==> src/rtl/mmio_bridge_pkg.sv <==
// Shared MMIO map for the bridge: window bases/sizes, access-size encodings,
// FSM state encoding, target ids, and the CLINT size/alignment rule.
package mmio_bridge_pkg;

  localparam logic [31:0] MAP_CLINT_BASE = 32'h0200_0000;
  localparam logic [31:0] MAP_CLINT_SIZE = 32'h0001_0000;
  localparam logic [31:0] MAP_UART_BASE  = 32'h1000_0000;
  localparam logic [31:0] MAP_UART_SIZE  = 32'h0000_0008;

  localparam logic [2:0] SIZE_B = 3'd0;
  localparam logic [2:0] SIZE_H = 3'd1;
  localparam logic [2:0] SIZE_W = 3'd2;
  localparam logic [2:0] SIZE_D = 3'd3;

  typedef enum logic [1:0] {
    IDLE  = 2'd0,
    ISSUE = 2'd1,
    RESP  = 2'd2
  } state_t;

  localparam logic [1:0] TGT_NONE  = 2'd0;
  localparam logic [1:0] TGT_CLINT = 2'd1;
  localparam logic [1:0] TGT_UART  = 2'd2;

  // CLINT registers are word/doubleword only and must be naturally aligned.
  function automatic logic clint_access_ok(input logic [2:0] size, input logic [2:0] low);
    logic ok;
    ok = 1'b0;
    case (size)
      SIZE_W:  ok = (low[1:0] == 2'b00);
      SIZE_D:  ok = (low == 3'b000);
      default: ok = 1'b0;
    endcase
    return ok;
  endfunction

endpackage

==> src/rtl/mmio_addr_decode.sv <==
// Combinational address decode: maps a request address and size onto a
// target id and reports whether the access must be faulted without
// touching any slave.
module mmio_addr_decode
  import mmio_bridge_pkg::*;
#(
  parameter int               XLEN       = 32,
  parameter logic [XLEN-1:0]  CLINT_BASE = XLEN'(MAP_CLINT_BASE),
  parameter logic [XLEN-1:0]  UART_BASE  = XLEN'(MAP_UART_BASE)
) (
  input  logic [XLEN-1:0] addr,
  input  logic [2:0]      size,
  output logic [1:0]      tgt,
  output logic            fault
);

  logic [XLEN-1:0] clint_off;
  logic [XLEN-1:0] uart_off;
  logic            in_clint;
  logic            in_uart;

  // Offsets wrap below the base, so a single unsigned compare bounds each window.
  assign clint_off = addr - CLINT_BASE;
  assign uart_off  = addr - UART_BASE;
  assign in_clint  = (clint_off < XLEN'(MAP_CLINT_SIZE));
  assign in_uart   = (uart_off < XLEN'(MAP_UART_SIZE));

  // Select target and apply per-window size/alignment rules.
  always_comb begin
    tgt   = TGT_NONE;
    fault = 1'b1;
    if (in_clint) begin
      tgt   = TGT_CLINT;
      fault = !clint_access_ok(size, addr[2:0]);
    end else if (in_uart) begin
      tgt   = TGT_UART;
      fault = (size != SIZE_B);
    end
  end

endmodule

==> src/rtl/mmio_bridge.sv <==
// Single-outstanding MMIO bridge: core MMIO request port -> CLINT / UART.
// Optional slave-ready watchdog is compiled in with `MMIO_TIMEOUT_EN.
// Master handshake: a request transfers on a cycle with m_req_valid &&
// m_req_ready; slave requests transfer on *_req_valid && *_req_ready; the
// response is a single-cycle m_rsp_valid pulse with no backpressure.
// dbg_state exposes the FSM state for observation.
module mmio_bridge
  import mmio_bridge_pkg::*;
#(
  parameter int              XLEN           = 32,
  parameter logic [XLEN-1:0] CLINT_BASE     = XLEN'(MAP_CLINT_BASE),
  parameter logic [XLEN-1:0] UART_BASE      = XLEN'(MAP_UART_BASE),
  parameter int              TIMEOUT_CYCLES = 256
) (
  input  logic            clk,
  input  logic            reset,
  input  logic            m_req_valid,
  output logic            m_req_ready,
  input  logic [XLEN-1:0] m_req_addr,
  input  logic [63:0]     m_req_wdata,
  input  logic            m_req_we,
  input  logic [2:0]      m_req_size,
  output logic            m_rsp_valid,
  output logic [63:0]     m_rsp_rdata,
  output logic            m_rsp_err,
  output logic            clint_req_valid,
  output logic            clint_req_we,
  output logic [15:0]     clint_req_addr,
  output logic [63:0]     clint_req_wdata,
  output logic [2:0]      clint_req_size,
  input  logic            clint_req_ready,
  input  logic [63:0]     clint_req_rdata,
  output logic            uart_req_valid,
  output logic            uart_req_we,
  output logic [2:0]      uart_req_addr,
  output logic [7:0]      uart_req_wdata,
  input  logic            uart_req_ready,
  input  logic [7:0]      uart_req_rdata,
  output logic [1:0]      dbg_state
);

  state_t      state, next_state;
  logic [15:0] addr_q;
  logic [63:0] wdata_q;
  logic        we_q;
  logic [2:0]  size_q;
  logic [1:0]  tgt_q;
  logic [63:0] rdata_q;
  logic        err_q;
  logic [1:0]  dec_tgt;
  logic        dec_fault;
  logic        accept;
  logic        slave_ready;
  logic        slave_hit;
  logic        timed_out;

  mmio_addr_decode #(
    .XLEN       (XLEN),
    .CLINT_BASE (CLINT_BASE),
    .UART_BASE  (UART_BASE)
  ) u_decode (
    .addr  (m_req_addr),
    .size  (m_req_size),
    .tgt   (dec_tgt),
    .fault (dec_fault)
  );

  assign accept      = m_req_valid && m_req_ready;
  assign slave_ready = (tgt_q == TGT_CLINT) ? clint_req_ready :
                       (tgt_q == TGT_UART)  ? uart_req_ready  : 1'b0;
  assign slave_hit   = (state == ISSUE) && slave_ready;

`ifdef MMIO_TIMEOUT_EN
  localparam int CW = ($clog2(TIMEOUT_CYCLES) + 1 > 8) ? $clog2(TIMEOUT_CYCLES) + 1 : 8;
  localparam logic [CW-1:0] LIMIT = CW'(TIMEOUT_CYCLES - 1);
  logic [CW-1:0] wait_cnt;

  // Count ISSUE cycles spent waiting on the slave; restart on each ISSUE entry.
  always_ff @(posedge clk) begin
    if (reset) begin
      wait_cnt <= '0;
    end else if (state != ISSUE) begin
      wait_cnt <= '0;
    end else if (!slave_ready) begin
      wait_cnt <= wait_cnt + 1'b1;
    end
  end

  // A ready arriving on the final cycle still wins over the timeout.
  assign timed_out = (state == ISSUE) && !slave_ready && (wait_cnt == LIMIT);
`else
  logic unused_timeout;
  assign unused_timeout = ^TIMEOUT_CYCLES;
  assign timed_out      = 1'b0;
`endif

  // FSM state register.
  always_ff @(posedge clk) begin
    if (reset) state <= IDLE;
    else       state <= next_state;
  end

  // Next-state and handshake outputs.
  always_comb begin
    next_state      = state;
    m_req_ready     = 1'b0;
    m_rsp_valid     = 1'b0;
    clint_req_valid = 1'b0;
    uart_req_valid  = 1'b0;
    case (state)
      IDLE: begin
        m_req_ready = !reset;
        if (accept) next_state = dec_fault ? RESP : ISSUE;
      end
      ISSUE: begin
        clint_req_valid = (tgt_q == TGT_CLINT);
        uart_req_valid  = (tgt_q == TGT_UART);
        if (slave_ready || timed_out) next_state = RESP;
      end
      RESP: begin
        m_rsp_valid = 1'b1;
        next_state  = IDLE;
      end
      default: next_state = IDLE;
    endcase
  end

  // Request capture on accept; response capture on fault, slave hit or timeout.
  always_ff @(posedge clk) begin
    if (reset) begin
      addr_q  <= '0;
      wdata_q <= '0;
      we_q    <= 1'b0;
      size_q  <= '0;
      tgt_q   <= TGT_NONE;
      rdata_q <= '0;
      err_q   <= 1'b0;
    end else begin
      if (accept) begin
        addr_q  <= m_req_addr[15:0];
        wdata_q <= m_req_wdata;
        we_q    <= m_req_we;
        size_q  <= m_req_size;
        tgt_q   <= dec_tgt;
        if (dec_fault) begin
          rdata_q <= '0;
          err_q   <= 1'b1;
        end
      end
      if (slave_hit) begin
        err_q <= 1'b0;
        if (we_q)                    rdata_q <= '0;
        else if (tgt_q == TGT_CLINT) rdata_q <= clint_req_rdata;
        else                         rdata_q <= {56'd0, uart_req_rdata};
      end else if (timed_out) begin
        rdata_q <= '0;
        err_q   <= 1'b1;
      end
    end
  end

  assign m_rsp_rdata     = rdata_q;
  assign m_rsp_err       = err_q;
  assign clint_req_we    = we_q;
  assign clint_req_addr  = addr_q;
  assign clint_req_wdata = wdata_q;
  assign clint_req_size  = size_q;
  assign uart_req_we     = we_q;
  assign uart_req_addr   = addr_q[2:0];
  assign uart_req_wdata  = wdata_q[7:0];
  assign dbg_state       = state;

endmodule

==> config.mk <==
export PLATFORM = sky130hd
export DESIGN_NAME = mmio_bridge
export DESIGN_NICKNAME = d
export VERILOG_FILES = /design/src/rtl/mmio_bridge_pkg.sv /design/src/rtl/mmio_addr_decode.sv /design/src/rtl/mmio_bridge.sv
export SDC_FILE = /design/constraint.sdc
export NUM_CORES = 1
export LEC_CHECK = 0
export CORE_AREA = 2 2 132 134
export DETAILED_ROUTE_END_ITERATION = 8
export DIE_AREA = 0 0 134 136
export PLACE_DENSITY = 0.72
export SKIP_LAST_GASP = 1
export SLEW_MARGIN = 40
export SYNTH_ARGS = -nofsm -noshare
export SYNTH_HDL_FRONTEND = slang
export SYNTH_SLANG_ARGS = --single-unit
export TNS_END_PERCENT = 20
==> constraint.sdc <==
create_clock -name clk -period 8.2 [get_ports clk]
set_input_delay 1.64 -clock clk [delete_from_list [all_inputs] [get_ports clk]]
set_output_delay 1.64 -clock clk [all_outputs]
set_load 0.05 [all_outputs]
==> results by group, run 1 <==
Floorplanning
  • Die H: 136 um
  • Rows: 48
  • DIE WIDTH: approximately 130 um
  • Core Region: about 17000 sq um
  • Die area: 18220 sq um
  • Initial Util: between 30% and 40%
  • I/O pin cnt: around 340

Logic synthesis
  • Register area share after synthesis: between 50% and 60%
  • Syn Area/Cell: slightly above 9 sq um
  • Ys flop type: dfxtp_1
  • Yosys reg bits: between 150 and 200
  • Post-synth EDFFs: 0
  • Synthesis Warnings: 0
  • Asr flop ratio synth: 0%
  • Syn Inst Count: slightly below 600
  • Post-synthesis net count: 765
  • Yosys cell types: 31
  • Post-Synthesis Cell Area: about 5400 sq um

Timing
  • Slew headroom: 51.42%
  • Slew @ Worst Pin: roughly 0.73 ns
  • Max frequency: roughly 220 MHz
  • Final setup TNS: 0 ns
  • Pins Over Slew Limit: 0
  • Clock period minus worst slack: roughly 4.6 ns
  • Fin. Hold Viols: 0
  • Setup Skew: 0.007694 ns
  • RSZ-0062 raised after global routing: false
  • # setup viols final: 0
  • Tcrit/Tclk final: 55.81%

Global route
  • Initial antenna violation count: 1
  • GR Overflow Total: 0
  • First-pass GRT wire length: roughly 28000 um
  • Vias in the first global route: 5140
  • Grt peak-use layer: met2
  • Met1 Resource Use GR: a little under a quarter
  • Met3 Use GR: 8.203%
  • Gr usage total: 19.86%
  • Met2 Usage GRT: around 33%
  • Pin count of the biggest net entering global routing: 92

Detailed routing
  • WL final: between 15000 and 20000 um
  • Post-route DRC: 0
  • Post-DR wirelength/cell: 16.39 um
  • Vias per inst: approximately 4.7
  • Via Count: 5349
  • Detailed Route Iter0 Violations: 223
  • First-pass iteration count of the detailed router: 4
  • Routed Antenna Nets: 0

Worst setup path
  • Critical-path cell list: buf_2 -> nor3_1 -> clkdlybuf4s50_1
  • Crit Path Category: in -> out
  • Worst path slowest cell: clkdlybuf4s50_1
  • Worst path max stage delay: 0.88 ns
  • CP Capture Type: primary output
  • CP Launch Type: input port
  • Critical path fanouts, max: 3
  • Worst EP required: approximately 6.6 ns
  • Reg2reg setup slack: between 5 and 6 ns
  • Worst EP arrival: 2.94 ns

Clock network
  • CTS Buf Count: 17
  • Root Buffer: clkbuf_16
  • Clock Tree Buf Depth: 2
  • Latest clock arrival within the worst-skew pair: 0.42 ns
  • H-tree levels: 4
  • TritonCTS sink count: between 150 and 200
  • CTS Hold Bufs: 0
  • PostCTS Resize Cnt: 0
  • # Post-CTS Setup Buffers: 0
  • Clk slew on worst S/H paths: 0.06 ns
  • CTS tree: done

Layout
  • Layout Nets: ~1.1k
  • Fill cell total of the finished layout: roughly 1.5k
  • Area Overhead vs Synth: 75.45%
  • Multi-input logic area: 2038 sq um
  • FF/Latch Area: between 3000 and 4000 sq um
  • Final std cells w/o fill: roughly 1.1k
  • Fraction of layout instances using a drive strength above 1: roughly 4.8%
  • Fin util: between 50% and 60%
  • Final Cell Area: between 9000 and 10000 sq um

Placed design
  • # placed instances: between 1k and 1.5k
  • Input/output buffers: 343
  • Routability congestion estimate: 0.7541
  • Post-DP HPWL: roughly 13000 um
  • Dpl cell area: about 8900 sq um

Power and ir drop
  • Power per cell area: roughly 190 nW/um^2
  • Design Power: 1.818 mW
  • Pleak: 3.381 nW
  • Peak VDD IR: 139.0 uV

Min path
  • Hold/Removal Path Class: reg -> reg

Job
  • Max cap viols: 0

Run status
  • Outcome: complete, no violations
-- Yosys cell counts, drive strengths merged (3+ instances only) --
library cell,number,area (sq um)
nand3,4,20.02
mux2i,8,80.08
a211oi,3,22.52
inv,3,11.26
nor2,6,22.52
a22o,56,490.5
nor3,4,20.02
buf,24,180.2
o2bb2ai,8,70.07
clkbuf,31,116.4
dfxtp,153,3063
or4,6,48.80
a21oi,88,440.4
nand2,174,653.1
-- report_power, final --
part	internal, mW	switching (mW)	total, mW	leakage [nW]
sequential	0.762	0.0105	0.773	1.24
clock	0.435	0.338	0.773	0.287
combinational	0.126	0.146	0.272	1.85
total	1.32	0.495	1.82	3.38
-- critical path, delay by kind of cell --
family	cells	cell delay [ns]
buffers and inverters	2	0.99
and+or+nand+nor	1	0.30
-- cell families after synthesis --
| kind of cell | Yosys count | share of synthesized area, % |
|---|---|---|
| adder cells (fa/ha/maj) | 1 | 0.2318 |
| XOR/XNOR | 1 | 0.1623 |
| multiplexers | 8 | 1.484 |
| flip-flops | 153 | 56.76 |
| AO/OA/AOI/OAI | 160 | 19.99 |
| buffers and inverters | 58 | 5.704 |
| AND/OR/NAND/NOR | 206 | 15.67 |
-- layout by cell type (no fill, tap or decap), types with 2 or more instances in the layout --
master           count
clkinv_2             3
dfxtp_1            153
mux2i_1              8
inv_6                4
clkdlybuf4s50_1    342
nor2b_1              2
clkbuf_16           17
o2bb2ai_1            8
a211oi_1             3
nor2_1               5
buf_4                3
clkinv_4             2
nor4_1               2
buf_6                2
inv_8                3
a22o_1              56
inv_1                3
nand2b_1             2
nand3b_1             2
nor3_1               4
a21oi_1             88
nand2_1            173
nand3_1              4
or4_1                5
-- layout make-up --
class	count	share of cell area [%]
Tap cell	225	2.973
Antenna cell	1	0.02643
Timing Repair Buffer	349	36.90
Sequential cell	153	32.35
Multi-Input combinational cell	376	21.53
Clock inverter	14	1.467
Clock buffer	18	4.639
Inverter	3	0.1189
-- registers in the layout, indices dropped and copies added, names as in the netlist --
name / flops
tgt_q: 2
clint_req_addr: 16
clint_req_wdata: 64
m_rsp_rdata: 64
clint_req_we: 1
clint_req_size: 3
dbg_state: 2
m_rsp_err: 1
-- through the flow --
| stage | hold slack (ns) | setup WS [ns] |
|---|---|---|
| after floorplan | 0.4684 | 3.797 |
| after global placement | 0.4404 | 3.659 |
| after detailed placement | 0.4453 | 3.634 |
| after CTS | 0.4547 | 3.628 |
| after global routing | 0.4668 | 3.575 |
| final | 0.4519 | 3.623 |
-- worst paths after layout --
check / from / end / cells after the start
max: reset / m_req_ready / 3
max reg2reg: dbg_state[0] / m_rsp_rdata[60] / 7
min reg2reg: clint_req_wdata[13] / clint_req_wdata[13] / 2
min: clint_req_wdata[13] / clint_req_wdata[13] / 2
-- metal layers --
| layer | share of wire [%] | vias up |
|---|---|---|
| met4 | 2.2 | 0 |
| met3 | 9.7 | 27 |
| met1 | 41 | 2446 |
| met2 | 47 | 244 |
| li1 | - | 2632 |
| met5 | 0 | - |
No activity file was read; power rests on OpenSTA's default activity.
==> run 2: changes to the inputs <==
- CORE_AREA: 2 2 132 134 -> 2 2 133 135
- DIE_AREA: 0 0 134 136 -> 0 0 135 137
- PLACE_DENSITY: 0.72 -> 0.71
- clock period: 8.2 -> 4.5 ns (I/O delays scaled with it)
==> results by group, run 2 (synthesized netlist as in run 1, its figures left out) <==
Worst setup path
  • Worst path max stage delay: 0.90 ns (was 0.88 ns)
  • Reg2reg setup slack: 2.08 ns (was 5.59 ns)
  • Worst EP arrival: 2.20 ns (was 2.94 ns)
  • CP Capture Type: primary output (unchanged)
  • Worst path slowest cell: clkdlybuf4s50_1 (unchanged)
  • Worst EP required: 3.60 ns (was 6.56 ns)
  • Critical path fanouts, max: 3 (unchanged)
  • CP Launch Type: input port (unchanged)
  • Critical-path cell list: buf_2 -> nor3_1 -> clkdlybuf4s50_1 (unchanged)
  • Crit Path Category: in -> out (unchanged)

Floorplanning
  • DIE WIDTH: 135 um (was 134 um)
  • Initial Util: 31.64% (was 31.98%)
  • Core Region: 17060 sq um (was 16880 sq um)
  • Die area: 18500 sq um (was 18220 sq um)
  • Rows: 48 (unchanged)
  • I/O pin cnt: 344 (unchanged)
  • Die H: 137 um (was 136 um)

Power and ir drop
  • Comb power frac: 14.8% (was 15.0%)
  • Peak VDD IR: 244.4 uV (was 139.0 uV)
  • Power per cell area: 353.1 nW/um^2 (was 192.0 nW/um^2)
  • Clock group share of total power: 43.1% (was 42.5%)
  • Pleak: 3.380 nW (was 3.381 nW)
  • Reg power frac: 42.1% (was 42.5%)
  • Switching Power: 878.3 uW (was 494.5 uW)
  • Switching Fraction: 26.22% (was 27.21%)
  • Design Power: 3.350 mW (was 1.818 mW)
  • Internal power component: 2.472 mW (was 1.323 mW)

Clock network
  • Root Buffer: clkbuf_16 (unchanged)
  • CTS tree: done (unchanged)
  • H-tree levels: 4 (unchanged)
  • Clk slew on worst S/H paths: 0.07 ns (was 0.06 ns)
  • Clock Tree Buf Depth: 2 (unchanged)
  • PostCTS Resize Cnt: 0 (unchanged)
  • TritonCTS sink count: 153 (unchanged)
  • Latest clock arrival within the worst-skew pair: 0.42 ns (about the same)
  • CTS Hold Bufs: 0 (unchanged)
  • CTS Buf Count: 17 (unchanged)
  • # Post-CTS Setup Buffers: 0 (unchanged)

Global route
  • Pin count of the biggest net entering global routing: 91 (was 92)
  • Vias in the first global route: 5110 (was 5140)
  • Gr usage total: 19.85% (was 19.86%)
  • First-pass GRT wire length: 28210 um (was 27960 um)
  • GR Overflow Total: 0 (unchanged)
  • Initial antenna violation count: 2 (was 1)

Min path
  • Hold/Removal Path Class: reg -> reg (unchanged)

Placed design
  • Post-DP HPWL: 13740 um (was 13490 um)
  • Routability congestion estimate: 0.7380 (was 0.7541)
  • Input/output buffers: 343 (unchanged)

Layout
  • Most common library cell in the layout ignoring fill and taps: clkdlybuf4s50_1 (unchanged)
  • Fill cell total of the finished layout: 1563 (was 1535)
  • Fraction of layout instances using a drive strength above 1: 4.814% (was 4.819%)
  • Fin util: 55.63% (was 56.10%)
  • Layout Nets: 1079 (was 1078)
  • Most used cells in the layout excluding fill and tap cells: clkdlybuf4s50_1, nand2_1, dfxtp_1 (unchanged)
  • Area Overhead vs Synth: 75.84% (was 75.45%)

Detailed routing
  • Via Count: 5318 (was 5349)
  • WL final: 19070 um (was 18670 um)
  • Vias per inst: 4.665 (was 4.696)
  • Detailed Route Iter0 Violations: 190 (was 223)
  • Post-route DRC: 0 (unchanged)
  • Routed Antenna Nets: 0 (unchanged)
  • First-pass iteration count of the detailed router: 4 (unchanged)
  • Post-DR wirelength/cell: 16.73 um (was 16.39 um)

Timing
  • Max frequency: 322.2 MHz
  • Clock period minus worst slack: approximately 3.1 ns
  • Pins Over Slew Limit: 0 (unchanged)
  • RSZ-0062 raised after global routing: false (unchanged)
  • Fin. Hold Viols: 0 (unchanged)
  • Slew headroom: 46.14% (was 51.42%)
  • Tcrit/Tclk final: roughly 69%
  • Setup Skew: 0.008442 ns (was 0.007694 ns)
  • Fin Hold WS: 0.4529 ns (was 0.4519 ns)
  • # setup viols final: 0 (unchanged)
  • Final setup TNS: 0 ns (unchanged)
  • Slew @ Worst Pin: 0.8050 ns (was 0.7287 ns)

Job
  • Max cap viols: 0 (unchanged)

Run status
  • Outcome: complete, no violations (unchanged)
## run 2: changes by cell type in the layout (fill, tap and decap cells not counted), sizes merged
cell / delta
bufinv: +1
clkbuf: +2
buf: +1
inv: -5
clkinvlp: +2
## run 2: worst paths after layout
check                              to           startpoint  cells after the start
setup reg to reg      m_rsp_rdata[54]             tgt_q[0]                      6
hold / removal    clint_req_wdata[42]  clint_req_wdata[42]                      2
hold reg to reg   clint_req_wdata[42]  clint_req_wdata[42]                      2
setup / recovery          m_req_ready                reset                      3
## run 2: power groups by stage
stage	clock network, mW	registers [mW]	logic [mW]
after global routing	1.55	1.41	0.524
after CTS	1.48	1.41	0.500
after detailed placement	0	1.44	0.498
final	1.45	1.41	0.496
after floorplan	0	1.56	0.126
after global placement	0	1.44	0.496
## run 2: cell type report
type                            instances  area (sq um)  area share, %
Antenna cell                            1         2.502        0.02637
Clock buffer                           20         456.7          4.813
Clock inverter                         12         140.1          1.477
Inverter                                3         11.26         0.1187
Multi-Input combinational cell        376          2037          21.47
Sequential cell                       153          3063          32.28
Tap cell                              225         281.5          2.967
Timing Repair Buffer                  350          3497          36.85
## run 2: metrics by stage
step	setup slack, ns	area (sq um)	cells
final	1.396	9489	1140
after global routing	1.292	9487	1139
after CTS	1.390	9487	1139
after detailed placement	0.9757	8890	1107
after global placement	1.020	8886	1107
after floorplan	1.135	5396	587
## run 2: worst max-delay path: cells and delay by family
| kind | cells | cell delay [ns] |
|---|---|---|
| buffers and inverters | 2 | 1.02 |
| AND/OR/NAND/NOR | 1 | 0.27 |
## run 2: per-layer routing
layer | part of all wire, % | vias to the layer above | GRT usage (%)
met3 | 11 | 16 | 9.222
met2 | 48 | 240 | 33.70
met5 | 0.068 | - | 0
li1 | - | 2636 | -
met4 | 1.3 | 2 | 5.787
met1 | 40 | 2424 | 22.36
==> run 3: changes to the inputs <==
- CORE_AREA: 2 2 133 135 -> 2 2 135 137
- DIE_AREA: 0 0 135 137 -> 0 0 137 139
- PLACE_DENSITY: 0.71 -> 0.72
- clock period: 4.5 -> 2.7 ns (I/O delays scaled with it)
==> results by group, run 3 (synthesized netlist as in run 1, its figures left out) <==
Min path
  • Hold_sp: clint_req_wdata[16] (was clint_req_wdata[42])
  • Worst Hold End: clint_req_wdata[16] (was clint_req_wdata[42])
  • Hold depth: 2 (unchanged)
  • Hold/Removal Path Class: reg -> reg (unchanged)

Detailed routing
  • Detailed Route Iter0 Violations: 218 (was 190)
  • Post-route DRC: 0 (unchanged)
  • Highest Signal Layer: met5 (unchanged)
  • Wl on met1: 7944 um (was 7645 um)
  • First-pass iteration count of the detailed router: 4 (unchanged)
  • Post-DR wirelength/cell: 17.23 um (was 16.73 um)
  • Routed Antenna Nets: 0 (unchanged)
  • Metal3 WL: 2112 um (was 2005 um)
  • Via Count: 5462 (was 5318)
  • WL final: 20040 um (was 19070 um)
  • Vias per inst: 4.696 (was 4.665)
  • WL met2: 9621 um (was 9160 um)

Floorplanning
  • Initial Util: 30.56% (was 31.64%)
  • Rows: 49 (was 48)
  • Die area: 19040 sq um (was 18500 sq um)
  • Die H: 139 um (was 137 um)
  • Core Region: 17660 sq um (was 17060 sq um)
  • DIE WIDTH: 137 um (was 135 um)
  • I/O pin cnt: 344 (unchanged)

Power and ir drop
  • Peak VDD IR: 436.9 uV (was 244.4 uV)
  • Design Power: 5.548 mW (was 3.350 mW)
  • Pleak: 3.537 nW (was 3.380 nW)
  • Power per cell area: 569.3 nW/um^2 (was 353.1 nW/um^2)

Layout
  • Most common library cell in the layout ignoring fill and taps: clkdlybuf4s50_1 (unchanged)
  • Area Overhead vs Synth: 80.62% (was 75.84%)
  • Fraction of layout instances using a drive strength above 1: 7.066% (was 4.814%)
  • Layout Nets: 1099 (was 1079)
  • Fill cell total of the finished layout: 1614 (was 1563)
  • Final std cells w/o fill: 1163 (was 1140)
  • Antenna cells: 0 (was 1)
  • Most used cells in the layout excluding fill and tap cells: clkdlybuf4s50_1, nand2_1, dfxtp_1 (unchanged)

Timing
  • Slew @ Worst Pin: 0.5667 ns (was 0.8050 ns)
  • Slew headroom: 62.10% (was 46.14%)
  • Setup Skew: 0.01047 ns (was 0.008442 ns)
  • Max frequency: between 300 and 400 MHz
  • Fin Hold WS: 0.4508 ns (was 0.4529 ns)
  • Tcrit/Tclk final: a little over nine tenths
  • Final setup TNS: 0 ns (unchanged)
  • # setup viols final: 0 (unchanged)
  • Pins Over Slew Limit: 0 (unchanged)
  • Fin. Hold Viols: 0 (unchanged)
  • RSZ-0062 raised after global routing: true (was false)
  • Clock period minus worst slack: 2.658 ns

Clock network
  • TritonCTS sink count: 153 (unchanged)
  • CTS tree: done (unchanged)
  • Latest clock arrival within the worst-skew pair: 0.42 ns (about the same)
  • H-tree levels: 4 (unchanged)
  • Clock Tree Buf Depth: 2 (unchanged)
  • CTS Buf Count: 17 (unchanged)
  • Root Buffer: clkbuf_16 (unchanged)
  • CTS Hold Bufs: 0 (unchanged)
  • Clk slew on worst S/H paths: 0.06 ns (was 0.07 ns)

Worst setup path
  • Reg2reg setup slack: 0.61 ns (was 2.08 ns)
  • CP Capture Type: flop (was primary output)
  • Worst path slowest cell: or4_4 (was clkdlybuf4s50_1)
  • Critical path buffer and inverter count: 3 (was 2)
  • Worst path max stage delay: 0.54 ns (was 0.90 ns)
  • Worst EP required: 3.06 ns (was 3.60 ns)
  • Critical-path cell list: clkdlybuf4s50_1 -> or4_1 -> or4_4 -> a211o_1 -> a31oi_4 -> buf_6 -> clkbuf_16 -> a22o_1 (was buf_2 -> nor3_1 -> clkdlybuf4s50_1)
  • Reg-to-reg startpoint: dbg_state[0] (was tgt_q[0])
  • Crit Path Category: in -> reg (was in -> out)
  • CP Launch Type: input port (unchanged)
  • Crit Reg-Reg Endpoint: m_rsp_rdata[21] (was m_rsp_rdata[54])
  • R2r worst-path depth: 7 (was 6)
  • Critical path fanouts, max: 8 (was 3)
  • Family with the most delay on the worst path: simple AND/OR/NAND/NOR gates (was buffers and inverters)
  • Worst EP arrival: 3.01 ns (was 2.20 ns)

Global route
  • Vias in the first global route: 5240 (was 5110)
  • GR Overflow Total: 0 (unchanged)
  • Gr usage total: 19.66% (was 19.85%)
  • Initial antenna violation count: 2 (unchanged)
  • Pin count of the biggest net entering global routing: 89 (was 91)
  • First-pass GRT wire length: 28910 um (was 28210 um)

Placed design
  • # placed instances: 1124 (was 1107)
  • Routability congestion estimate: 0.7950 (was 0.7380)
  • Post-DP HPWL: 13790 um (was 13740 um)
  • Input/output buffers: 343 (unchanged)

Run status
  • Outcome: complete, no violations (unchanged)

Job
  • Max cap viols: 0 (unchanged)
-- run 3: through the flow --
| step | worst slack (ns) | utilization (%) | cell area [sq um] |
|---|---|---|---|
| finish | 0.04235 | 55.20 | 9747 |
| global route | -0.005959 | 55.20 | 9747 |
| CTS | 0.002209 | 54.66 | 9651 |
| detailed placement | -0.4505 | 51.23 | 9045 |
| global placement | -0.4295 | 51.23 | 9045 |
| floorplan | 0.07356 | - | 5401 |
-- run 3: power breakdown --
group / internal [mW] / switching (mW) / leakage [nW]
Combinational: 0.425 / 0.469 / 2.02
Clock: 1.30 / 1.00 / 0.275
Sequential: 2.31 / 0.0318 / 1.24
-- run 3: final cells by class --
cell class	instances	area [sq um]	share of cell area (%)
repair buffers	370	3780	38.78
flip-flops and latches	153	3063	31.42
multi-input cells	376	2043	20.96
clock buffers	19	442.9	4.544
well taps	229	286.5	2.940
clock inverters	13	120.1	1.232
inverters	3	11.26	0.1155
-- run 3: worst reg2reg max path, cell delays in order, from the launching register on --
cell	delay, ns
dfxtp_1	0.36
nor3_2	0.38
and2_4	0.24
buf_12	0.32
a31oi_4	0.16
buf_6	0.18
clkbuf_16	0.17
a22o_1	0.19
-- run 3: per-layer routing --
metal	track usage [%]	vias up
li1	-	2674
met1	22.73	2507
met3	7.931	30
met2	32.78	247
met4	6.565	4
met5	0	-
-- run 3: timing repair --
item / in CTS / in global routing
endpoints found under the hold margin: 0 / 0
gates cloned: 1 / 4
buffers inserted: 2 / 0
gates resized for setup: 1 / 3
pin swaps: 0 / 1
setup endpoints to repair: 6 / 65
-- run 3: how the worst max path moves through the flow --
stage	start	end	slack (ns)	depth (start not counted)
after floorplan	dbg_state[0]	uart_req_valid	0.07	2
after global placement	m_req_addr[19]	m_rsp_rdata[53]	-0.43	7
after detailed placement	m_req_addr[19]	m_rsp_rdata[59]	-0.45	7
after CTS	m_req_addr[19]	m_rsp_rdata[7]	0.002	8
after global routing	m_req_addr[19]	m_rsp_rdata[36]	-0.006	8
final	m_req_addr[19]	m_rsp_rdata[21]	0.04	8
